===== src/rtl/hazard_detect.sv =====
// hazard_detect
// ID-stage read-after-write hazard detector for a 5-stage pipeline with no
// forwarding. It reports a stall code to the stall controller on the first
// cycle of a hazard. It drives the ID/EX bubble-insert control for every
// stall cycle. It also keeps a saturating count of bubble cycles, and it
// flags cycles where the pipeline state contradicts an outstanding stall.
//
// Ports:
//   clk           system clock, rising edge
//   rst           synchronous active-high reset
//   id_valid      ID stage holds a real instruction
//   id_rs/id_rt   ID source registers, with *_vld set when actually read
//   ex_wr_en/reg  EX-stage register-file write enable / destination
//   mem_wr_en/reg MEM-stage register-file write enable / destination
//   flush         redirect; squashes the ID instruction this cycle
//   stall_count   00 none, 01 one-cycle stall, 10 two-cycle stall
//   id_ex_bubble  load a NOP into ID/EX this cycle
//   busy          second cycle of a two-cycle stall in progress
//   err           inconsistency detected this cycle
//   stall_cycles  saturating count of cycles with id_ex_bubble=1
//
// state | meaning
// IDLE  | no stall in flight; a new hazard may be reported
// HOLD  | second bubble cycle of an EX hazard, now sitting in MEM

module hazard_detect #(
   parameter int REG_W = 3,
   parameter int CNT_W = 16
) (
   input  logic             clk,
   input  logic             rst,
   input  logic             id_valid,
   input  logic [REG_W-1:0] id_rs,
   input  logic             id_rs_vld,
   input  logic [REG_W-1:0] id_rt,
   input  logic             id_rt_vld,
   input  logic             ex_wr_en,
   input  logic [REG_W-1:0] ex_wr_reg,
   input  logic             mem_wr_en,
   input  logic [REG_W-1:0] mem_wr_reg,
   input  logic             flush,
   output logic [1:0]       stall_count,
   output logic             id_ex_bubble,
   output logic             busy,
   output logic             err,
   output logic [CNT_W-1:0] stall_cycles
);

   typedef enum logic {
      IDLE = 1'b0,
      HOLD = 1'b1
   } state_t;

   state_t state;
   state_t state_nxt;
   logic   ex_hit;
   logic   mem_hit;
   logic   id_live;

   // The WB stage is not checked. The register file writes before it reads,
   // so a WB producer is never a hazard.
   assign ex_hit  = ex_wr_en  & ((id_rs_vld & (id_rs == ex_wr_reg))  |
                                 (id_rt_vld & (id_rt == ex_wr_reg)));
   assign mem_hit = mem_wr_en & ((id_rs_vld & (id_rs == mem_wr_reg)) |
                                 (id_rt_vld & (id_rt == mem_wr_reg)));
   assign id_live = id_valid & ~flush;

   always_ff @(posedge clk) begin
      if (rst) begin
         state <= IDLE;
      end else begin
         state <= state_nxt;
      end
   end

   // The outputs are combinational, so the stall controller can pause in the
   // same cycle the hazard is seen. All outputs are forced low during reset.
   always_comb begin
      state_nxt    = IDLE;
      stall_count  = 2'b00;
      id_ex_bubble = 1'b0;
      busy         = 1'b0;
      err          = 1'b0;
      if (!rst) begin
         case (state)
            IDLE: begin
               if (id_live && ex_hit) begin
                  stall_count  = 2'b10;
                  id_ex_bubble = 1'b1;
                  state_nxt    = HOLD;
               end else if (id_live && mem_hit) begin
                  stall_count  = 2'b01;
                  id_ex_bubble = 1'b1;
               end
            end
            HOLD: begin
               // The producer has moved to MEM. The controller's second stall
               // cycle already covers it, so it is not reported again as 01.
               // On a flush the redirect logic owns ID/EX, so no bubble is
               // inserted.
               busy         = 1'b1;
               id_ex_bubble = ~flush;
               // In HOLD, EX must contain the bubble inserted on the
               // previous cycle. A write or a match in EX means it did not.
               err          = ex_wr_en | (~flush & ex_hit);
            end
            default: state_nxt = IDLE;
         endcase
      end
   end

   always_ff @(posedge clk) begin
      if (rst) begin
         stall_cycles <= '0;
      end else if (id_ex_bubble && (stall_cycles != '1)) begin
         stall_cycles <= stall_cycles + CNT_W'(1);
      end
   end

endmodule


===== config.mk =====
export PLATFORM = sky130hd
export DESIGN_NAME = hazard_detect
export DESIGN_NICKNAME = d
export VERILOG_FILES = /design/src/rtl/hazard_detect.sv
export SDC_FILE = /design/constraint.sdc
export NUM_CORES = 1
export LEC_CHECK = 0
export ABC_AREA = 1
export ABC_CLOCK_PERIOD_IN_PS = 3900
export CORE_ASPECT_RATIO = 1.25
export CORE_MARGIN = 8
export CORE_UTILIZATION = 41
export DETAILED_ROUTE_END_ITERATION = 7
export MAX_ROUTING_LAYER = met4
export PLACE_DENSITY = 0.82
export SYNTH_ARGS = -nofsm -noshare
export SYNTH_HDL_FRONTEND = slang
export SYNTH_SLANG_ARGS = --single-unit
export TNS_END_PERCENT = 5

===== constraint.sdc =====
create_clock -name clk -period 3.9 [get_ports clk]
set_input_delay 0.585 -clock clk [delete_from_list [all_inputs] [get_ports clk]]
set_output_delay 0.585 -clock clk [all_outputs]
set_load 0.005 [all_outputs]

# Word-level counts from Yosys, hierarchy flattened
# Cells that the tools add are included.
totals:
  in_bits: 20
  register_bits: 17
  wordCells: 38
  output_inout_bits: 21
op_classes:
  addsub: 1
  bitwise_logic: 13
  n_eq_ne: 5
  n_reduce_logical: 4
  mux: 13
op_table:
  columns: ["operator", "count"]
  rows:
  - ["$add A16 B1 Y16 const B", 1]
  - ["$ne A16 B16 Y1 const B", 1]
  - ["$eq A3 B3 Y1", 4]
  - ["$mux W1", 9]
  - ["$and A1 B1 Y1", 8]
  - ["$mux W2", 3]
  - ["$logic_and A1 B1 Y1", 3]
  - ["$or A1 B1 Y1", 3]
  - ["$not A1 Y1", 2]
  - ["$pmux W1 S2", 1]
  - ["$reduce_or A2 Y1", 1]

# Logic depth before layout (Yosys ltp)
# Gate-level depths: netlist (run 1).
depth:
  depth_word: 10
  ltp_mapped: 13
  ltp_nobuf: 12

# Worst setup path after synthesis (run 1)
# OpenSTA, ideal clock, no wires.
synth_timing:
  kind: "input-to-output"
  from: "input id_rs[0]"
  to: "output id_ex_bubble"
  arrival_ns: 1.379
  cell_stages: 10
  n_path_buf: 2
  setup_slack_ns: 1.936
  t_required_ns: 3.315
  cell_sequence: "inv_1 -> nand2_1 -> nand2_1 -> nor2_1 -> nand2_1 -> nand2_1 -> nand3_2 -> nand3_2 -> buf_6 -> buf_6"
synth_between:
  elab_chain_cells: 9
  elab_cells_between_ends: 14
  cone_classes: "2 x eq/ne; 4 x mux; 6 x bitwise; 2 x reduce/logical"
synth_rtl:
  columns: ["item", "line", "source"]
  rows:
  - ["start: declaration", "33", "input logic [REG_W-1:0] id_rs,"]
  - ["$eq A3 B3 Y1", "64", "assign mem_hit = mem_wr_en & ((id_rs_vld & (id_rs == mem_wr_reg)) |"]
  - ["$and A1 B1 Y1", "64", null]
  - ["$or A1 B1 Y1", "64", null]
  - ["$and A1 B1 Y1", "64", null]
  - ["$logic_and A1 B1 Y1", "91", "end else if (id_live && mem_hit) begin"]
  - ["$mux W1", "91", null]
  - ["$mux W1 (*)", "87", "if (id_live && ex_hit) begin"]
  - ["$pmux W1 S2 (*)", "85", "case (state)"]
  - ["$mux W1 (*)", "84", "if (!rst) begin"]
  - ["end: declaration", "43", "output logic id_ex_bubble,"]
# Every way passes the cells marked *; elsewhere a longest branch is shown, timed or not.

# Worst setup path after layout (run 1)
layout_timing:
  from: "input ex_wr_reg[0]"
  to: "output id_ex_bubble"
layout_between:
  elab_chain_cells: 8
  elab_cells_between_ends: 10
  cone_classes: "2 x eq/ne; 3 x mux; 4 x bitwise; 1 x reduce/logical"
layout_rtl:
  columns: ["item", "line", "source"]
  rows:
  - ["start: declaration", "38", "input logic [REG_W-1:0] ex_wr_reg,"]
  - ["$eq A3 B3 Y1 (on tied branches)", "62, 63", null]
  - ["$and A1 B1 Y1 (on tied branches)", "62, 63", null]
  - ["$or A1 B1 Y1 (*)", "62", "assign ex_hit = ex_wr_en & ((id_rs_vld & (id_rs == ex_wr_reg)) |"]
  - ["$and A1 B1 Y1 (*)", "62", null]
  - ["$logic_and A1 B1 Y1 (*)", "87", null]
  - ["$mux W1 (*)", "87", null]
  - ["$pmux W1 S2 (*)", "85", null]
  - ["$mux W1 (*)", "84", null]
# Marked as above.

==> results of run 1 <==
[stage by stage]
| step | util [%] | total power, mW |
|---|---|---|
| after floorplan | - | 0.205 |
| after global placement | 55.7 | 0.233 |
| after detailed placement | 55.7 | 0.233 |
| after CTS | 57.1 | 0.366 |
| after global routing | 57.1 | 0.384 |
| final | 57.1 | 0.365 |
[worst max-delay path, delay by kind of cell]
family        cells  cell delay, ps
buf+inv           3            1070
simple gates      7             590
[layout make-up]
class / count / area (sq um) / area share (%)
tap: 37 / 46.3 / 2.51
multi-input combinational: 164 / 901 / 48.9
inverter: 23 / 86.3 / 4.69
clock buffer: 4 / 45.0 / 2.45
sequential: 17 / 340 / 18.5
timing repair buffer: 43 / 423 / 23.0
[power breakdown]
| part | total (mW) | internal [mW] | switching [mW] |
|---|---|---|---|
| sequential | 0.174 | 0.174 | 0.000578 |
| combinational | 0.0545 | 0.0284 | 0.0261 |
| clock | 0.136 | 0.0727 | 0.0637 |
[sequential cells by signal, summed over array words and instances, names as in the netlist]
register and flops:
stall_cycles 16, state 1
[cells in the mapped netlist (2+ instances only)]
library cell	instances	area [sq um]
nand2_1	65	244
nor2_1	29	109
inv_1	23	86.3
dfxtp_1	17	340
nand3_1	16	80.1
xor2_1	11	96.3
a21oi_2	10	87.6
nand3_2	10	100
a21oi_1	6	30.0
buf_6	3	33.8
nor3_1	3	15.0
nand4_1	2	12.5
xnor2_1	2	17.5
[placed cells by master, fill, tap and decap left out]
cell and n:
clkbuf_8 3, clkdlybuf4s50_1 40, nand2_2 1, nor3b_4 1
xor2_1 11, buf_4 3, a21oi_2 10, o21ai_1 1
nand3_2 10, nand3_1 16, clkbuf_1 1, o21ai_0 1
nand2_4 1, nor3_1 3, a21oi_1 6, nand4_1 2
nor2_4 1, dfxtp_1 17, ha_1 1, nand4_4 1
nor3_2 1, inv_1 23, nand3b_1 1, nor2_1 29
xnor2_1 2, nand2_1 65
[cell families (layout without fill, tap and decap cells)]
family | Yosys count | in the layout | synth area share (%)
adders and majority gates | 1 | 1 | 0.903
xor gates and xnor gates | 13 | 13 | 8.22
buffers and inverters | 29 | 70 | 10.4
and+or+nand+nor | 132 | 132 | 46.7
AOI/OAI and AO/OA | 18 | 18 | 9.21
DFF | 17 | 17 | 24.6
[worst min path at each step]
stage	from	endpoint
2_1_floorplan	stall_cycles[15]	stall_cycles[15]
3_3_place_gp	stall_cycles[15]	stall_cycles[15]
3_5_place_dp	stall_cycles[15]	stall_cycles[15]
4_1_cts	stall_cycles[15]	stall_cycles[15]
5_1_grt	stall_cycles[9]	stall_cycles[9]
6_report	stall_cycles[15]	stall_cycles[15]
[metal layers]
| layer | up-vias | track usage (%) | routed length (um) |
|---|---|---|---|
| met2 | 57 | 22.6 | 1590 |
| met5 | - | - | 0 |
| met1 | 635 | 14.8 | 1480 |
| met3 | 7 | 3.58 | 325 |
| met4 | 0 | 5.95 | 66 |
| li1 | 748 | - | - |
==> impl_metrics.tcl, run 1 <==
set metrics [dict create \
    reg2reg_from "stall_cycles[0]" \
    cts_tree "done" \
    hold_buffers 0 \
    final_cell_area_sq_mm 0.00184 \
    vias 1447 \
    placed_cells 284 \
    fmax_mhz 353 \
    initial_utilization_pct 43.0 \
    vias_per_cell 5.02 \
    grt_max_degree 20 \
    min_period_over_period_pct 72.7 \
    ys_types 26 \
    status "finished, final reports clean" \
    cts_root_buf "clkbuf_8" \
    grt_pass1_wl_um 5920 \
    hold_slack_ps 498 \
    worstPathCellList "clkdlybuf4s50_1 -> inv_1 -> nand2_1 -> nand2_1 -> nor2_1 -> nand2_1 -> nand2_1 -> nand3_2 -> nand3_2 -> clkdlybuf4s50_1" \
    cap_viol_max_count 0 \
    startpoint "ex_wr_reg[0]" \
    netlist_instances 210 \
    yosys_warnings 0 \
    numClockSinks 17 \
    syn_to_final_growth_pct 33.0 \
    ir_worst_vdd_uv 158 \
    clkTransAtPathRegs_ps 70 \
    wl_per_cell_um 12.0 \
    final_cells 288 \
    worst_slew_pin_slew_ps 378 \
    ant_nets 0 \
    final_nets 273 \
    cp_max_fo 3 \
    cts_buffers 3 \
    wirelength_um 3470 \
    rows 23 \
    maxSlewViolCount 0 \
    fin_skew_ps 3.37 \
    hold_viol_final 0 \
    port_buffers 40 \
    required_ps 3310 \
    holdCritPathClass "flop to flop" \
    relSlewSlack_pct 74.8 \
    htreeDepth 1 \
    powerDensity_mw_per_mm2 198 \
    drive_gt1_share_pct 12.7 \
    grt.total_usage_pct 13.6 \
    fp.dieW_um 68.0 \
    cp-end-kind "output port" \
    setup_viol 0 \
    rsz0062_at_grt "no" \
    cp-endpoint "id_ex_bubble" \
    syn-num-nets 231 \
    ys.flop_type "dfxtp_1" \
    grt_pass1_vias 1435 \
    reg2reg_depth 7 \
    ys_seq_elements 17 \
    finalCriticalPeriod_ps 2830 \
    critPathMaxStageDelay_ps 510 \
    dp_slack_ps 1050 \
    worst-setup-path-type "input port to output port" \
    n_antenna_cell 0 \
    reg2reg_slack_ps 1920 \
    nFillCells 310 \
    post-cts-setup-buffer-count 0 \
    die_h_um 81.0 \
    async_reset_ff_share_pct 0 \
    dieArea_sq_mm 0.00551 \
    gr-total-overflow 0 \
    place_area_sq_mm 0.00180 \
    fin_ws_ps 1070 \
    worstHoldPathCells 2 \
    arrival_ps 2250 \
    drt_iter0_markers 87 \
    cts_resized 0 \
    clock_path_buffers 2 \
    slowest_stage "clkdlybuf4s50_1" \
    antenna_found_initial 0 \
    io_pins 41 \
    insertion_delay_ps 260 \
    power_leakage_nw 0.759 \
    start_kind "input port" \
    drc 0 \
    tns_ps 0 \
    timing.rr.end "stall_cycles[13]" \
    synthesis.area_sq_mm 0.00139 \
    synth_edf_count 0 \
    gp_congestion 0.844 \
    syn_avg_cell_area_sq_um 6.60 \
    yosysSeqAreaShare_pct 24.6 \
    hpwl_um 2720 \
    cpMostUsedCell "nand2_1" \
    core_sq_mm 0.00322 \
    drtPass1Iterations 4 \
]
No activity file was read; power rests on OpenSTA's default activity.
==> run 2, diff against run 1 <==
--- a/config.mk
+++ b/config.mk
@@ -6,13 +6,13 @@
 export NUM_CORES = 1
 export LEC_CHECK = 0
 export ABC_AREA = 1
-export ABC_CLOCK_PERIOD_IN_PS = 3900
+export ABC_CLOCK_PERIOD_IN_PS = 2460
 export CORE_ASPECT_RATIO = 1.25
 export CORE_MARGIN = 8
 export CORE_UTILIZATION = 41
 export DETAILED_ROUTE_END_ITERATION = 7
 export MAX_ROUTING_LAYER = met4
-export PLACE_DENSITY = 0.82
+export PLACE_DENSITY = 0.85
 export SYNTH_ARGS = -nofsm -noshare
 export SYNTH_HDL_FRONTEND = slang
 export SYNTH_SLANG_ARGS = --single-unit
==> constraint.sdc (replaced) <==
create_clock -name clk -period 2.46 [get_ports clk]
set_input_delay 0.369 -clock clk [delete_from_list [all_inputs] [get_ports clk]]
set_output_delay 0.369 -clock clk [all_outputs]
set_load 0.005 [all_outputs]
==> impl_metrics.tcl, run 2 (synthesized netlist as in run 1, its figures left out) <==
set metrics [dict create \
    status "finished, final reports clean" \
    power_leakage_nw 0.800 \
    syn_to_final_growth_pct 33.0 \
    cp-end-kind "output port" \
    gp_congestion 0.873 \
    n_antenna_cell 0 \
    arrival_ps 1960 \
    hold_buffers 0 \
    cts_buffers 3 \
    dieArea_sq_mm 0.00551 \
    insertion_delay_ps 250 \
    finalCriticalPeriod_ps 2330 \
    ant_nets 0 \
    drive_gt1_share_pct 12.4 \
    top_regs "stall_cycles: 16 flops, state: 1 flops" \
    die_h_um 81.0 \
    post-cts-setup-buffer-count 0 \
    cpMostUsedCell "nand2_1" \
    hold_viol_final 0 \
    relSlewSlack_pct 76.9 \
    largest_register_ffs 16 \
    htreeDepth 1 \
    regMostFlops "stall_cycles" \
    grt_pass1_wl_um 5780 \
    cp_max_fo 3 \
    final_cell_area_sq_mm 0.00184 \
    port_buffers 40 \
    holdCritPathClass "flop to flop" \
    min_period_over_period_pct 94.6 \
    final_common_cell "nand2_1" \
    layout_common_cells "65 x nand2_1, 37 x clkdlybuf4s50_1, 29 x nor2_1, 23 x inv_1, 17 x dfxtp_1" \
    tns_ps 0 \
    powerDensity_mw_per_mm2 311 \
    power_mw 0.573 \
    worst_slew_pin_slew_ps 346 \
    drtPass1Iterations 4 \
    grt.total_usage_pct 13.2 \
    fp.dieW_um 68.0 \
    critPathMaxStageDelay_ps 510 \
    met2_usage_pct 22.5 \
    cts_tree "done" \
    numClockSinks 17 \
    setup_viol 0 \
    start_kind "input port" \
    grtUsageMet3_pct 2.75 \
    antenna_found_initial 0 \
    fmax_mhz 430 \
    worst-setup-path-type "input port to output port" \
    rsz0062_at_grt "no" \
    top_usage_layer "met2" \
    gr-total-overflow 0 \
    ir_worst_vdd_uv 284 \
    cap_viol_max_count 0 \
    wl_per_cell_um 11.7 \
    hpwl_um 2640 \
    rows 23 \
    wirelength_um 3370 \
    globalRouteMet1Util_pct 14.7 \
    grt_max_degree 20 \
    final_nets 272 \
    slowest_stage "clkdlybuf4s50_1" \
    drt_iter0_markers 64 \
    core_sq_mm 0.00322 \
    drc 0 \
    vias 1420 \
    fin_skew_ps 0.557 \
    maxSlewViolCount 0 \
    worstPathCellList "clkdlybuf4s50_1 -> inv_1 -> nand2_1 -> nand2_1 -> nor2_1 -> nand2_1 -> nand2_1 -> nand3_2 -> inv_1 -> clkdlybuf4s50_1" \
    clock_path_buffers 2 \
    vias_per_cell 4.95 \
    clkTransAtPathRegs_ps 70 \
    cts_root_buf "clkbuf_8" \
    grt_pass1_vias 1378 \
    cts_resized 0 \
    initial_utilization_pct 43.0 \
    place_area_sq_mm 0.00179 \
    required_ps 2090 \
    io_pins 41 \
]
-- run 2: changes by cell type in the layout (fill, tap and decap cells not counted) --
cell	before	now
buf_4	3	2
dlymetal6s2s_1	0	3
clkdlybuf4s50_1	40	37
-- run 2: report_power, final --
part           internal, mW  switching (mW)  total [mW]
Sequential            0.276        0.000927       0.277
Clock                 0.115          0.0969       0.212
Combinational        0.0436          0.0408      0.0844
Total                 0.434           0.139       0.573
-- run 2: metal layers --
| layer | share of wire [%] | wire, um |
|---|---|---|
| met1 | 40 | 1350 |
| met2 | 51 | 1720 |
| met3 | 6.9 | 234 |
| met4 | 1.8 | 61 |
| met5 | 0 | 0 |
-- run 2: stage by stage --
stage | cells | hold WS, ps | setup slack (ps) | util [%]
5_1_grt | 287 | 505 | 0.707 | 57.1
3_5_place_dp | 283 | 477 | 98.3 | 55.5
4_1_cts | 287 | 490 | 97.4 | 56.9
3_3_place_gp | 283 | 474 | 108 | 55.5
6_report | 287 | 488 | 134 | 57.1
2_1_floorplan | 210 | 476 | 902 | -
-- run 2: worst paths after layout --
path                            cells after the start               end  slack [ps]             start
worst min-delay path                                2  stall_cycles[15]         490  stall_cycles[15]
worst max register to register                      7   stall_cycles[5]         520   stall_cycles[0]
worst min register to register                      2  stall_cycles[15]         490  stall_cycles[15]
worst max-delay path                               10    stall_count[1]         130      ex_wr_reg[2]
-- run 2: final cells by class --
cell class              instances  area [sq um]
repair buffers                 42           423
flip-flops and latches         17           340
inverters                      23          86.3
clock buffers                   4          45.0
multi-input cells             164           901
well taps                      37          46.3
fillers                       319          1380
-- run 2: critical path: cells and delay by family --
kind          cells  cell delay, ps
buf+inv           4            1130
simple gates      6             460
==> run 3, diff against run 2 <==
--- a/config.mk
+++ b/config.mk
@@ -11,7 +11,6 @@
 export CORE_MARGIN = 8
 export CORE_UTILIZATION = 41
 export DETAILED_ROUTE_END_ITERATION = 7
-export MAX_ROUTING_LAYER = met4
 export PLACE_DENSITY = 0.85
 export SYNTH_ARGS = -nofsm -noshare
 export SYNTH_HDL_FRONTEND = slang
==> impl_metrics.tcl, run 3 (synthesized netlist as in run 1, its figures left out) <==
set metrics [dict create \
    final_cells 287 \
    grt_max_degree 20 \
    hold_viol_final 0 \
    regMostFlops "stall_cycles" \
    final_nets 272 \
    powerDensity_mw_per_mm2 311 \
    power_leakage_nw 0.800 \
    cts_buffers 3 \
    rows 23 \
    post-cts-setup-buffer-count 0 \
    worst_slew_pin_slew_ps 346 \
    fin_skew_ps 0.557 \
    ant_nets 0 \
    relSlewSlack_pct 76.9 \
    cp-end-kind "output port" \
    gr-total-overflow 0 \
    required_ps 2090 \
    final_common_cell "nand2_1" \
    vias 1420 \
    hold_buffers 0 \
    insertion_delay_ps 250 \
    grtUsageMet3_pct 2.89 \
    top_usage_layer "met2" \
    worst-setup-path-type "input port to output port" \
    status "finished, final reports clean" \
    clkTransAtPathRegs_ps 70 \
    finalCriticalPeriod_ps 2330 \
    htreeDepth 1 \
    holdCritPathClass "flop to flop" \
    nFillCells 319 \
    fp.dieW_um 68.0 \
    ir_worst_vdd_uv 284 \
    core_sq_mm 0.00322 \
    rsz0062_at_grt "no" \
    layout_common_cells "65 x nand2_1, 37 x clkdlybuf4s50_1, 29 x nor2_1, 23 x inv_1, 17 x dfxtp_1" \
    met2_usage_pct 22.5 \
    fin_ws_ps 134 \
    drive_gt1_share_pct 12.4 \
    cts_resized 0 \
    vias_per_cell 4.95 \
    wl_per_cell_um 11.7 \
    final_util_pct 57.1 \
    placed_cells 283 \
    port_buffers 40 \
    largest_register_ffs 16 \
    die_h_um 81.0 \
    dieArea_sq_mm 0.00551 \
    wirelength_um 3370 \
    initial_utilization_pct 43.0 \
    drt_iter0_markers 64 \
    drtPass1Iterations 4 \
    top_regs "stall_cycles: 16 flops, state: 1 flops" \
    cts_tree "done" \
    n_antenna_cell 0 \
    clock_path_buffers 2 \
    dp_slack_ps 98.3 \
    start_kind "input port" \
    cap_viol_max_count 0 \
    globalRouteMet1Util_pct 14.6 \
    min_period_over_period_pct 94.6 \
    io_pins 41 \
    fmax_mhz 430 \
    grt_pass1_vias 1378 \
    numClockSinks 17 \
    drc 0 \
    hpwl_um 2640 \
    maxSlewViolCount 0 \
    cts_root_buf "clkbuf_8" \
    tns_ps 0 \
    syn_to_final_growth_pct 33.0 \
    gp_congestion 0.859 \
    arrival_ps 1960 \
    antenna_found_initial 0 \
    grt_pass1_wl_um 5780 \
    cp_max_fo 3 \
    grt.total_usage_pct 12.9 \
    setup_viol 0 \
]
==> run 3: cell counts in the layout (fill, tap and decap cells not counted) <==
No cell type changed its count.
==> run 3: cell type report <==
class,instances,area (sq um),share of cell area (%)
inverter,23,86.3,4.69
sequential,17,340,18.5
multi-input combinational,164,901,48.9
tap,37,46.3,2.51
timing repair buffer,42,423,23.0
clock buffer,4,45.0,2.45
==> run 3: per-layer routing <==
layer | vias up | wire [um] | share of wire [%]
li1 | 742 | - | -
met1 | 628 | 1350 | 40
met2 | 43 | 1720 | 51
met3 | 7 | 239 | 7.1
met4 | 0 | 61 | 1.8
met5 | - | 0 | 0
==> run 3: path summary, 6_finish.rpt <==
| kind | start | cells past startpoint | slack (ps) | end |
|---|---|---|---|---|
| max | ex_wr_reg[2] | 10 | 130 | stall_count[1] |
| min | stall_cycles[15] | 2 | 490 | stall_cycles[15] |
| max reg2reg | stall_cycles[0] | 7 | 520 | stall_cycles[5] |
| min reg2reg | stall_cycles[15] | 2 | 490 | stall_cycles[15] |
==> run 3: power breakdown <==
| group | leakage (nW) | switching (mW) | total [mW] | internal (mW) |
|---|---|---|---|---|
| clock network | 0.0228 | 0.0969 | 0.212 | 0.115 |
| registers | 0.137 | 0.000927 | 0.277 | 0.276 |
| logic | 0.640 | 0.0408 | 0.0844 | 0.0436 |
==> run 3: metrics by stage <==
stage                     power, mW  hold slack [ps]  instance area [sq um]
after floorplan               0.325              476                   1390
after global placement        0.368              474                   1790
after detailed placement      0.369              477                   1790
after CTS                     0.576              490                   1830
after global routing          0.604              505                   1840
final                         0.573              488                   1840
==> run 3: worst max-delay path: stages <==
cell and delay [ps]:
clkdlybuf4s50_1 500, inv_1 60, nand2_1 60, nand2_1 50
nor2_1 100, nand2_1 60, nand2_1 90, nand3_2 100
inv_1 60, clkdlybuf4s50_1 510
